==> src/rtl/rf_hazard_pkg.sv <==
// Shared types and helpers for the register-file hazard controller.
// Entries store the destination register at a fixed width (HZ_RD_W) so the
// package needs no parameter; the top zero-extends REG_AW-wide addresses into it.
package rf_hazard_pkg;

  // Widest register address the entry struct can hold (top's REG_AW must not exceed it).
  localparam int HZ_RD_W = 8;

  // Register x0 is hard-wired to zero and never creates a dependency.
  localparam logic [HZ_RD_W-1:0] REG_ZERO = '0;

  // Operand source selects for the rD1/rD2 operand muxes.
  typedef enum logic [1:0] {
    FWD_RF  = 2'b00,
    FWD_EX  = 2'b01,
    FWD_MEM = 2'b10,
    FWD_WB  = 2'b11
  } fwd_sel_t;

  // One in-flight instruction as seen by the hazard logic.
  typedef struct packed {
    logic               valid;
    logic [HZ_RD_W-1:0] rd;
    logic               we;
    logic               is_load;
  } hz_entry_t;

  // Youngest matching producer wins; callers mask out EX loads before calling.
  function automatic fwd_sel_t pick_fwd(input logic ex_hit, input logic mem_hit,
                                        input logic wb_hit);
    fwd_sel_t sel;
    sel = FWD_RF;
    if (ex_hit) begin
      sel = FWD_EX;
    end else if (mem_hit) begin
      sel = FWD_MEM;
    end else if (wb_hit) begin
      sel = FWD_WB;
    end
    return sel;
  endfunction

endpackage

==> src/rtl/rf_hazard_ctrl_hz_match.sv <==
// Compares one pipeline entry against one ID source operand.
// A hit means the entry will write the register this operand actually reads.
module hz_match
  import rf_hazard_pkg::*;
(
  input  hz_entry_t          entry,
  input  logic [HZ_RD_W-1:0] rs,
  input  logic               rs_used,
  input  logic               id_valid,
  output logic               hit
);

  // The load flag matters only to the caller; sink it here.
  logic unused_is_load;
  assign unused_is_load = entry.is_load;

  // Valid writer of a non-zero register that matches a used source of a valid ID instruction.
  always_comb begin
    hit = entry.valid & entry.we & (entry.rd == rs) & (entry.rd != REG_ZERO)
          & rs_used & id_valid;
  end

endmodule

==> src/rtl/rf_hazard_ctrl.sv <==
// Scoreboard and hazard controller for the decode stage of the 5-stage pipeline.
// Tracks the destination of the instructions in EX, MEM and WB and produces the
// ID stall and the rD1/rD2 forwarding selects.
// Build option: RF_HAZARD_FWD_EN enables forwarding (only load-use stalls);
// without it the selects stay at the regfile and any pending writer stalls ID.
module rf_hazard_ctrl
  import rf_hazard_pkg::*;
#(
  parameter int REG_AW = 5,
  parameter int CNT_W  = 32
) (
  input  logic              clk,
  input  logic              rst_n,
  input  logic              id_valid,
  input  logic [REG_AW-1:0] id_rs1,
  input  logic [REG_AW-1:0] id_rs2,
  input  logic              id_rs1_used,
  input  logic              id_rs2_used,
  input  logic [REG_AW-1:0] id_rd,
  input  logic              id_rd_we,
  input  logic              id_is_load,
  input  logic              flush,
  input  logic              mem_wait,
  output logic              stall,
  output logic [1:0]        fwd_rs1_sel,
  output logic [1:0]        fwd_rs2_sel,
  output logic [CNT_W-1:0]  stall_cnt
);

  hz_entry_t          ex_q, ex_d;
  hz_entry_t          mem_q, mem_d;
  hz_entry_t          wb_q, wb_d;
  logic [CNT_W-1:0]   stall_cnt_q, stall_cnt_d;

  hz_entry_t          id_entry;
  logic [HZ_RD_W-1:0] rs1_ext, rs2_ext;

  logic               ex_hit1, ex_hit2;
  logic               mem_hit1, mem_hit2;
  logic               wb_hit1, wb_hit2;

  logic               stall_c;
  fwd_sel_t           rs1_sel, rs2_sel;

  // Widen ID addresses into entry format and build the entry ID would push into EX.
  always_comb begin
    rs1_ext              = '0;
    rs2_ext              = '0;
    id_entry             = '0;
    rs1_ext[REG_AW-1:0]  = id_rs1;
    rs2_ext[REG_AW-1:0]  = id_rs2;
    id_entry.valid       = id_valid;
    id_entry.rd[REG_AW-1:0] = id_rd;
    id_entry.we          = id_rd_we;
    id_entry.is_load     = id_is_load;
  end

  hz_match u_ex_rs1  (.entry(ex_q),  .rs(rs1_ext), .rs_used(id_rs1_used), .id_valid(id_valid), .hit(ex_hit1));
  hz_match u_ex_rs2  (.entry(ex_q),  .rs(rs2_ext), .rs_used(id_rs2_used), .id_valid(id_valid), .hit(ex_hit2));
  hz_match u_mem_rs1 (.entry(mem_q), .rs(rs1_ext), .rs_used(id_rs1_used), .id_valid(id_valid), .hit(mem_hit1));
  hz_match u_mem_rs2 (.entry(mem_q), .rs(rs2_ext), .rs_used(id_rs2_used), .id_valid(id_valid), .hit(mem_hit2));
  hz_match u_wb_rs1  (.entry(wb_q),  .rs(rs1_ext), .rs_used(id_rs1_used), .id_valid(id_valid), .hit(wb_hit1));
  hz_match u_wb_rs2  (.entry(wb_q),  .rs(rs2_ext), .rs_used(id_rs2_used), .id_valid(id_valid), .hit(wb_hit2));

  // Stall and operand selects, combinational from the ID inputs and the held entries.
  always_comb begin
    stall_c = 1'b0;
    rs1_sel = FWD_RF;
    rs2_sel = FWD_RF;
`ifdef RF_HAZARD_FWD_EN
    // Load data only exists after MEM, so an EX load must stall one cycle;
    // while stalled the select value is ignored by the EX bubble.
    stall_c = ex_q.is_load & (ex_hit1 | ex_hit2);
    rs1_sel = pick_fwd(ex_hit1 & ~ex_q.is_load, mem_hit1, wb_hit1);
    rs2_sel = pick_fwd(ex_hit2 & ~ex_q.is_load, mem_hit2, wb_hit2);
`else
    // No bypass paths: wait until every pending writer has left WB.
    stall_c = ex_hit1 | ex_hit2 | mem_hit1 | mem_hit2 | wb_hit1 | wb_hit2;
`endif
  end

  // Entry advance and saturating stall counter; everything freezes while memory is busy.
  always_comb begin
    ex_d        = ex_q;
    mem_d       = mem_q;
    wb_d        = wb_q;
    stall_cnt_d = stall_cnt_q;
    if (!mem_wait) begin
      wb_d  = mem_q;
      mem_d = ex_q;
      if (stall_c || flush) begin
        ex_d = '0;
      end else begin
        ex_d = id_entry;
      end
      if (stall_c && !flush && (stall_cnt_q != {CNT_W{1'b1}})) begin
        stall_cnt_d = stall_cnt_q + CNT_W'(1);
      end
    end
  end

  // State registers with asynchronous clear.
  always_ff @(posedge clk or negedge rst_n) begin
    if (!rst_n) begin
      ex_q        <= '0;
      mem_q       <= '0;
      wb_q        <= '0;
      stall_cnt_q <= '0;
    end else begin
      ex_q        <= ex_d;
      mem_q       <= mem_d;
      wb_q        <= wb_d;
      stall_cnt_q <= stall_cnt_d;
    end
  end

  assign stall       = stall_c;
  assign fwd_rs1_sel = rs1_sel;
  assign fwd_rs2_sel = rs2_sel;
  assign stall_cnt   = stall_cnt_q;

endmodule

==> config.mk <==
export PLATFORM = sky130hd
export DESIGN_NAME = rf_hazard_ctrl
export DESIGN_NICKNAME = d
export VERILOG_FILES = /design/src/rtl/rf_hazard_pkg.sv /design/src/rtl/rf_hazard_ctrl_hz_match.sv /design/src/rtl/rf_hazard_ctrl.sv
export SDC_FILE = /design/constraint.sdc
export NUM_CORES = 1
export LEC_CHECK = 0
export ABC_AREA = 1
export CAP_MARGIN = 20
export CORE_MARGIN = 2
export CORE_UTILIZATION = 55
export DETAILED_ROUTE_END_ITERATION = 8
export DONT_BUFFER_PORTS = 1
export PLACE_DENSITY = 0.73
export SLEW_MARGIN = 10
export SYNTH_ARGS = -nofsm -noshare
export SYNTH_HDL_FRONTEND = slang
export SYNTH_HIERARCHICAL = 1
export SYNTH_SLANG_ARGS = --single-unit
==> constraint.sdc <==
create_clock -name clk -period 2.02 [get_ports clk]
set_input_delay 0.303 -clock clk [delete_from_list [all_inputs] [get_ports clk]]
set_output_delay 0.303 -clock clk [all_outputs]
set_load 0.1 [all_outputs]
==> summary by stage <==
Clock network
The insertion delay to the later sink of the worst-skew pair is 310 ps. The clock passes through at most 2 buffers. The tree is rooted in a clkbuf_8.

Buffers inserted during clock tree synthesis total 5. The total number of H-tree levels is 2. Clock-pin slew was measured on the worst setup and hold paths at 100 ps. The TritonCTS clock tree is yes.

The total clock sinks is between 50 and 60.

Route
The met3 routed wirelength is ~500 um. The routed design has approximately 10,000 um of wire. The uppermost signal routing layer after detailed routing is met4. The number of vias in the routed layout is 3,940. In the detailed route, the total length drawn on met2 is 5164 um. The count of nets left with antenna violations once routing finished came out at 0. In this run, the number of DRC markers left after iteration 0 of detailed routing was 156. The count of TritonRoute iterations in the first routing pass is 4. In the final routed layout, each cell accounts on average for 12.08 um. The average vias per placed instance is 4.753.

The count of unresolved DRC violations after routing is 0. The wire length on met1 is 4103 um.

Placed design
Buffers placed on the I/O ports in this run total 0. The final weighted congestion of routability-driven global placement is around 0.9. The half-perimeter wire length of the detailed placement result is 7542 um.

Die
The floorplan step defined a die boundary enclosing between 0.007 and 0.008 mm^2. The die span in y is 89.34 um. The die is 89.34 um wide. between 60 and 70 I/O pins were placed.

For this configuration, the core starts out at a cell density of 0.5612. The floorplan has 31 rows. The floorplan step defined a core boundary enclosing 0.007137 mm^2.

Layout
Of the cells placed in the final design, the portion with a size suffix greater than 1 is 0.1575. Relative to the synthesized area, the layout overhead comes to 20.68%. The antenna diode count is 0. At the end of the flow the core is filled with cells to 0.6772. The final layout contains 754 nets.

Yosys
The gate count of the mapped netlist is 623. In this run the mean area of a mapped cell was about 6.4 um^2. After synthesis the cells add up to 0.004005 mm^2.

Yosys printed 6 warnings.

STA
The number of setup violations in the final report is 0. The number of endpoints with negative hold slack in the final report is 0. Setup repair after global routing could not meet its margin everywhere. Final hold analysis gives a worst-case slack of 86.42 ps.

Derived from the worst setup path, the maximum achievable clock frequency is 505.2 MHz. The minimum clock period after layout is 1980 ps. For the final database, setup skew stands at 8.944 ps. The count of pins over their slew limit is 0. Dividing the final minimum period by the clock period gives 0.9800.

Worst setup path
The endpoint type of the worst setup path is an output port. The data required time of the worst path is 1720 ps. The worst setup path is of the reg2out kind. The setup slack of the worst register-to-register path is 80 ps. The origin of the worst setup path is mem_q[2]$_DFFE_PN0N_. In this run the worst path has a maximum fanout of 8. STA classifies the critical path startpoint as a flip-flop. The launch instance of the worst register-to-register path is mem_q[2]$_DFFE_PN0N_.

For the worst setup path, the data arrival time is between 1500 and 2000 ps. The reg-to-reg endpoint is stall_cnt[21]$_DFFE_PN0P_. Measured in cells, the most critical reg-to-reg path has a length of 13. Following the worst setup path forward leads to its endpoint at stall.

Pwr
For this design the total switching power over the nets is ~0.00063 W. The sequential cell fraction of total power is 0.549. The static leakage power is 2.377 nW. The cell-internal power is 0.001507 W.

For this design the ratio of total power to cell area is 442.3 mW/mm^2. The maximum VDD drop is 288.7 uV. Of the total power, the clock network draws 0.301. The share of total power dissipated in combinational logic is 0.151. The net switching fraction of the power is 0.2953.

Global routing
The maximum number of pins on one net before global-route repair is 54. The first-pass GRT wire length is 15,730 um. After global routing the overflow that remains totals 0. The initial antenna violation count is 0. The via count of the first global-routing pass is 3,626. The global-route usage over all layers is 0.2560.

Flow run
The number of max-cap violations is 0.

Hold path
The path class of the tightest hold or removal check is in2reg.

Status
The flow ran to the end, and the final reports show no timing, DRC or antenna violations.
==> flip-flops by register name, indices dropped and copies added, names as in the netlist <==
name       cells
stall_cnt     32
wb_q           7
mem_q          7
ex_q           7
==> repair_timing <==
| item | 4_1_cts | 5_1_grt |
|---|---|---|
| setup endpoints to repair | 1 | 32 |
| hold buffers | 2 | 0 |
| resized for setup | 3 | 16 |
| endpoints found under the hold margin | 53 | 0 |
| buffers inserted | 0 | 3 |
| pin swaps | 0 | 2 |
==> worst min-delay path by stage <==
stage                  start                     to  slack, ps  cells after the start
global placement       rst_n    wb_q[3]$_DFFE_PN0N_          9                      0
detailed placement     rst_n    wb_q[3]$_DFFE_PN0N_          8                      0
global route        mem_wait   mem_q[5]$_DFFE_PN0N_         70                      1
finish              mem_wait  mem_q[10]$_DFFE_PN0N_         90                      1
CTS                 mem_wait  mem_q[10]$_DFFE_PN0N_         70                      1
floorplan              rst_n   ex_q[10]$_DFFE_PN0N_          7                      0
==> placed cells by master (no fill, tap or decap), drive strengths merged <==
| cell | instances |
|---|---|
| nand2 | 251 |
| nor2 | 133 |
| conb | 70 |
| dfrtp | 53 |
| inv | 49 |
| buf | 45 |
| nand3 | 30 |
| xor2 | 28 |
| o21ai | 19 |
| xnor2 | 16 |
| nand4 | 12 |
| nand3b | 11 |
| clkbuf | 6 |
| nor3 | 3 |
| clkinv | 2 |
| ha | 1 |
| dlygate4sd3 | 1 |
==> routing by layer <==
metal  global-route usage  up-vias
met1               0.2828     1779
met2               0.4788       95
met5                    0        -
met4               0.1031        0
met3              0.04801       17
li1                     -     2049
==> stage by stage <==
| step | setup WS (ps) | setup TNS [ps] | cells | area [um^2] | total power [W] |
|---|---|---|---|---|---|
| finish | 40.46 | 0 | 829 | 4833 | 0.002138 |
| floorplan | 8.258 | 0 | 692 | 4304 | 0.001424 |
| CTS | 5.535 | 0 | 826 | 4777 | 0.002147 |
| global route | -30.87 | -87.59 | 829 | 4833 | 0.002264 |
| global placement | 52.15 | 0 | 816 | 4636 | 0.001452 |
| detailed placement | 29.51 | 0 | 816 | 4636 | 0.001464 |
==> power by group through the flow <==
stage	Sequential [W]	Clock, W	Combinational, W
global placement	0.00119	0	0.000265
finish	0.00117	0.000643	0.000322
floorplan	0.00117	0	0.000251
detailed placement	0.00119	0	0.000274
global route	0.00118	0.000713	0.000369
CTS	0.00117	0.000672	0.000306
==> layout make-up <==
type,instances,area (um^2)
multi-input combinational,574,2649
timing repair buffer,46,417.9
sequential,53,1363
inverter,49,183.9
tap,99,123.9
fill,672,2303
clock inverter,2,13.76
clock buffer,6,82.58
==> critical path, stage by stage, from the launching register on <==
cell     delay, ps
dfrtp_2        470
nor2_1         140
nor2_1          60
nor2_1         160
nand3_1        110
nor2_1          90
nor2_1          70
nand3_4         90
buf_12         180
No activity file was read; power rests on OpenSTA's default activity.
